--- config.mk ---
export PLATFORM = sky130hd
export DESIGN_NAME = interrupt_timer
export DESIGN_NICKNAME = d
export VERILOG_FILES = /design/src/rtl/interrupt_timer_pkg.sv /design/src/rtl/tc_prescaler.sv /design/src/rtl/interrupt_timer.sv
export SDC_FILE = /design/constraint.sdc
export NUM_CORES = 1
export LEC_CHECK = 0
export BUFFER_PORTS_ARGS = -buffer_cell sky130_fd_sc_hd__buf_2
export CORE_MARGIN = 2
export CORE_UTILIZATION = 51
export DETAILED_ROUTE_END_ITERATION = 12
export PLACE_DENSITY = 0.77
export SLEW_MARGIN = 20
export SYNTH_ARGS = -nofsm -noshare
export SYNTH_HDL_FRONTEND = slang
export SYNTH_SLANG_ARGS = --single-unit
--- constraint.sdc ---
create_clock -name clk_in -period 2 [get_ports clk_in]
set_input_delay 0.3 -clock clk_in [delete_from_list [all_inputs] [get_ports clk_in]]
set_output_delay 0.3 -clock clk_in [all_outputs]
set_load 0.05 [all_outputs]
--- src/rtl/interrupt_timer_pkg.sv ---
// interrupt_timer_pkg: shared FSM encoding, register offsets, CTRL bit positions and MODE codes.
package interrupt_timer_pkg;
    typedef enum logic [1:0] {ST_IDLE, ST_LOAD, ST_CNT, ST_INT} state_e;
    localparam logic [1:0] OFF_CTRL   = 2'd0;
    localparam logic [1:0] OFF_PRESET = 2'd1;
    localparam logic [1:0] OFF_COUNT  = 2'd2;
    localparam int CTRL_EN       = 0;
    localparam int CTRL_MODE_LSB = 1;
    localparam int CTRL_IM       = 3;
    localparam logic [1:0] MODE_ONESHOT = 2'd0;
    localparam logic [1:0] MODE_RELOAD  = 2'd1;
endpackage

--- src/rtl/tc_prescaler.sv ---
// tc_prescaler: emits one tick every PRESCALE cycles while run_i is high; restarts whenever run_i drops.
module tc_prescaler #(
    parameter int PRESCALE = 1
) (
    input  logic clk_in,
    input  logic sys_rstn,
    input  logic run_i,
    output logic tick_o
);
    localparam int W = PRESCALE > 1 ? $clog2(PRESCALE) : 1;
    logic [W-1:0] cnt_q, cnt_d;
    assign tick_o = run_i && cnt_q == W'(PRESCALE - 1);
    assign cnt_d = (!run_i || tick_o) ? '0 : cnt_q + 1'b1;
    always_ff @(posedge clk_in or negedge sys_rstn) begin
        if (!sys_rstn) cnt_q <= '0;
        else cnt_q <= cnt_d;
    end
endmodule

--- src/rtl/interrupt_timer.sv ---
// interrupt_timer: bus-programmable down-counter raising irq on expiry (one-shot or auto-reload).
// Define TC_PRESCALER_EN to slow COUNT decrements to one per PRESCALE cycles.
module interrupt_timer
    import interrupt_timer_pkg::*;
#(
    parameter int PRESCALE = 1
) (
    input  logic        clk_in,
    input  logic        sys_rstn,
    input  logic [1:0]  addr,
    input  logic        we,
    input  logic [3:0]  byteen,
    input  logic [31:0] wdata,
    output logic [31:0] rdata,
    output logic        irq
);
    state_e      state_q, state_d;
    logic [3:0]  ctrl_q, ctrl_d;
    logic [31:0] preset_q, preset_d, count_q, count_d;
    logic        irq_flag_q, irq_flag_d;
    logic        tick, wr_ctrl, wr_preset;

    if (PRESCALE < 1) begin : g_bad_prescale
        $error("PRESCALE must be at least 1");
    end

`ifdef TC_PRESCALER_EN
    tc_prescaler #(.PRESCALE(PRESCALE)) u_prescaler (
        .clk_in  (clk_in),
        .sys_rstn(sys_rstn),
        .run_i   (state_q == ST_CNT),
        .tick_o  (tick)
    );
`else
    assign tick = 1'b1;
`endif

    assign wr_ctrl   = we && addr == OFF_CTRL && byteen[0];
    assign wr_preset = we && addr == OFF_PRESET;
    assign irq       = irq_flag_q & ctrl_q[CTRL_IM];

    always_comb begin
        rdata = addr == OFF_CTRL   ? {28'd0, ctrl_q} :
                addr == OFF_PRESET ? preset_q :
                addr == OFF_COUNT  ? count_q : '0;
    end

    always_comb begin
        preset_d = preset_q;
        for (int i = 0; i < 4; i++)
            if (wr_preset && byteen[i]) preset_d[8*i +: 8] = wdata[8*i +: 8];
    end

    // A low-byte CTRL write acknowledges the flag only while unmasked, so unmasking a pending interrupt raises irq.
    always_comb begin
        state_d    = state_q;
        count_d    = count_q;
        ctrl_d     = wr_ctrl ? wdata[3:0] : ctrl_q;
        irq_flag_d = (wr_ctrl && ctrl_q[CTRL_IM]) ? 1'b0 : irq_flag_q;
        unique case (state_q)
            ST_IDLE: state_d = ctrl_q[CTRL_EN] ? ST_LOAD : ST_IDLE;
            ST_LOAD: begin
                count_d    = preset_q;
                irq_flag_d = 1'b0;
                state_d    = ST_CNT;
            end
            ST_CNT: begin
                if (!ctrl_q[CTRL_EN]) state_d = ST_IDLE;
                else if (count_q == '0) state_d = ST_INT;
                else if (tick) count_d = count_q - 1'b1;
            end
            ST_INT: begin
                irq_flag_d = 1'b1;
                if (ctrl_q[CTRL_MODE_LSB +: 2] == MODE_RELOAD) state_d = ST_LOAD;
                else begin
                    state_d = ST_IDLE;
                    if (!wr_ctrl) ctrl_d[CTRL_EN] = 1'b0;
                end
            end
        endcase
    end

    always_ff @(posedge clk_in or negedge sys_rstn) begin
        if (!sys_rstn) begin
            state_q    <= ST_IDLE;
            ctrl_q     <= '0;
            preset_q   <= '0;
            count_q    <= '0;
            irq_flag_q <= 1'b0;
        end else begin
            state_q    <= state_d;
            ctrl_q     <= ctrl_d;
            preset_q   <= preset_d;
            count_q    <= count_d;
            irq_flag_q <= irq_flag_d;
        end
    end
endmodule

==> results by group <==
CTS
  – Clk sinks: 71
  – Clock Tree Root: clkbuf_8
  – Clock Pin Slew Worst Setup and Hold Paths: ~0.080 ns
  – Max clock buf depth: 2
  – Htree depth: 3
  – CTS tree: done
  – Cts bufs inserted: 9
  – Clock latency on the worst-skew pair: between 0.3 and 0.4 ns

Global routing
  – First-pass GRT wire length: slightly above 20 mm
  – Vias in the first global route: 4211
  – Total GRT Usage: 0.3028
  – Largest net degree at the start of global routing: just over 70
  – Global route overflow: 0
  – Initial antenna violation count: 0

Yosys
  – Ys async rst share: 1.000
  – Sequential-to-total area share from yosys stat: 0.4321
  – Synthesized area per cell: approximately 9.8 sq um
  – Post-Synth Simple-Gate Area: 0.1811
  – Most instantiated library cell after synthesis: dfrtp_1
  – XOR/XNOR share of the synthesized area: 0
  – Syn Nets: ~460
  – Largest family of logic cells by synthesized area: compound AO/OA/AOI/OAI gates
  – Mux cell area share after synthesis: 0.1056
  – Yosys cell types: 48
  – Top post-synthesis cells by count: 71 x dfrtp_1, 35 x mux2_2, 31 x nor2_1
  – Top cell type's share of synthesized area: 0.4321
  – Post-Synth Adder-Cell Area: 0.003043
  – Compound-gate portion of the synthesized area: 0.2301
  – Area contributors post-synth: dfrtp_1 43%, mux2_2 9.6%, a22o_1 6.0%, a2bb2oi_1 3.6%, nor2_1 2.8%
  – Synth warn: 0
  – Cell accounting for the most synthesized area: dfrtp_1
  – Post-synth top flop: dfrtp_1
  – FF+latch count, synth: 71
  – Mapped Cells: 419
  – Post-synth EDFFs: 0
  – Post-Syn Area: about 4100 sq um

Layout
  – Area of the multi-input gates: around 2400 sq um
  – Register area: 1777 sq um
  – Finished Layout Cells: 665
  – Share of cells above drive strength 1: 0.5187
  – Synth-to-layout area growth: 42.70%
  – Antenna diodes: 0
  – Final #Nets: 600
  – Fillers: 500

Setup path
  – R2r setup slk: -0.26 ns
  – Critical Path Fanout Max: 5
  – Startpoint types: register
  – Crit Path Class: register to register
  – Setup crit end kind: register
  – Crit path arrival time: ~2.5 ns
  – CP Data Required Time: approximately 2.2 ns

Job
  – Max cap viols: 0

Route
  – Avg Vias per Cell: about 6.4
  – # DRC: 0
  – WL per Instance: between 20 and 25 microns
  – Iteration-0 DRC Markers: approximately 420
  – Routed Antenna Nets: 0
  – DR pass1 iterations: 5
  – Final wirelength: between 10 and 15 mm
  – Vias: around 4300

Floorplanning
  – Die extent in x: between 90 and 100 microns
  – Number of placed I/O pins: 74
  – Die Y: about 94 microns
  – FP Rows: 32
  – Die Area: about 8800 sq um
  – Starting density of the core: 0.5293
  – CORE AREA: around 7800 sq um

STA
  – Fin. Hold Viols: 0
  – Fin crit period: ~2.3 ns
  – Period utilisation layout: 1.131
  – F_max: roughly 440 MHz
  – Max-slew violation count: 0
  – Final setup fails: 32
  – Slew margin rel.: 0.5609
  – Setup TNS: -6.341 ns
  – RSZ-0062 raised after global routing: true
  – Skew final: around 0.010 ns
  – Worst setup margin: -0.2626 ns
  – Worst slew pin tran: ~0.66 ns

Power
  – P_leak: between 2 and 3 nW
  – Pwr Density: roughly 1500 nW/um^2
  – Maximum VDD drop: 0.6979 mV
  – Power Total: between 8 and 9 mW

Status
  – Status: finished with violations
  – Failing checks: negative setup slack

Place
  – Post-detail-place hpwl: 8.205 mm
  – Global placer's final weighted congestion: ~0.87
  – # placed instances: roughly 640
  – Port Buffers: between 70 and 80

Hold path
  – Min-delay worst type: input pin to register
[power breakdown]
part	internal (mW)	switching, mW	leakage, nW
Clock	1.02	0.592	0.136
Sequential	1.95	0.402	0.855
Combinational	2.08	2.80	1.62
[area by class of cell]
cell class	count	share of cell area
sequential	71	0.3028
tap	102	0.02175
inverter	6	0.003839
timing repair buffer	163	0.2096
multi-input combinational	307	0.4144
clock buffer	11	0.02581
clock inverter	5	0.02175
[path summary, 6_finish.rpt]
kind                            cells after the start           end   startpoint
worst max-delay path                                7   count_q[31]  count_q[15]
worst min-delay path                                2  preset_q[23]    wdata[23]
worst max register to register                      7   count_q[31]  count_q[15]
worst min register to register                      2    irq_flag_q   irq_flag_q
max in group asynchronous                           3  preset_q[17]     sys_rstn
min in group asynchronous                           3     ctrl_q[3]     sys_rstn
[through the flow]
step                hold slack [ns]  utilization  worst slack, ns  cell area [sq um]
finish                       0.1620       0.7553          -0.2626               5867
global route                 0.1622       0.7553          -0.3419               5867
CTS                          0.1592       0.7295          -0.1994               5667
detailed placement           0.3597       0.6601          -0.2352               5127
global placement             0.3572       0.6601          -0.1356               5127
floorplan                  0.004409            -          -0.1110               4188
[sequential cells by signal (all words and copies together) (netlist names)]
name / flops
count_q: 32
ctrl_q: 4
irq_flag_q: 1
preset_q: 32
state_q: 2
[per-layer routing]
layer	vias to the layer above	track usage	wire length (microns)
met5	-	0	0
met4	0	0.1413	580
met3	67	0.04896	1112
met2	271	0.5143	6972
met1	2063	0.3768	5237
li1	1879	-	-
[cells by family after synthesis]
logic type                 count (synthesis)
AOI/OAI and AO/OA                        130
buffers and inverters                     41
adders and majority gates                  1
muxes                                     39
DFF                                       71
and+or+nand+nor                          137
[what timing repair did]
action | 4_1_cts | 5_1_grt
hold buffers | 1 | 0
endpoints found under the setup margin | 32 | 32
buffers inserted | 7 | 2
hold endpoints to repair | 71 | 0
resized for setup | 37 | 33
pin swaps | 12 | 18
gates cloned | 3 | 1
[critical path, stage by stage, from the launching register on]
cell and delay (ns):
dfrtp_1 0.40, or4_4 0.57, nor4_4 0.32, and4_4 0.34
buf_12 0.13, clkbuf_16 0.15, a211oi_1 0.06, a2bb2oi_1 0.16
[cell usage in the layout (no fill, tap or decap), types with 5 or more instances in the layout]
cell / n
buf_4: 70
a22o_2: 20
buf_12: 6
mux2_2: 35
o31ai_1: 9
buf_2: 73
a2bb2oi_1: 17
nand2_1: 26
nand3_1: 14
o22ai_1: 7
nor3_1: 13
o22a_1: 6
nor2_1: 29
o21ai_2: 13
nor3_2: 8
a22o_1: 8
clkbuf_8: 11
nor4_4: 6
o21ai_0: 8
dfrtp_1: 71
buf_6: 9
inv_1: 6
a21oi_1: 13
a211oi_1: 5
Power figures use the tool's default switching activity.
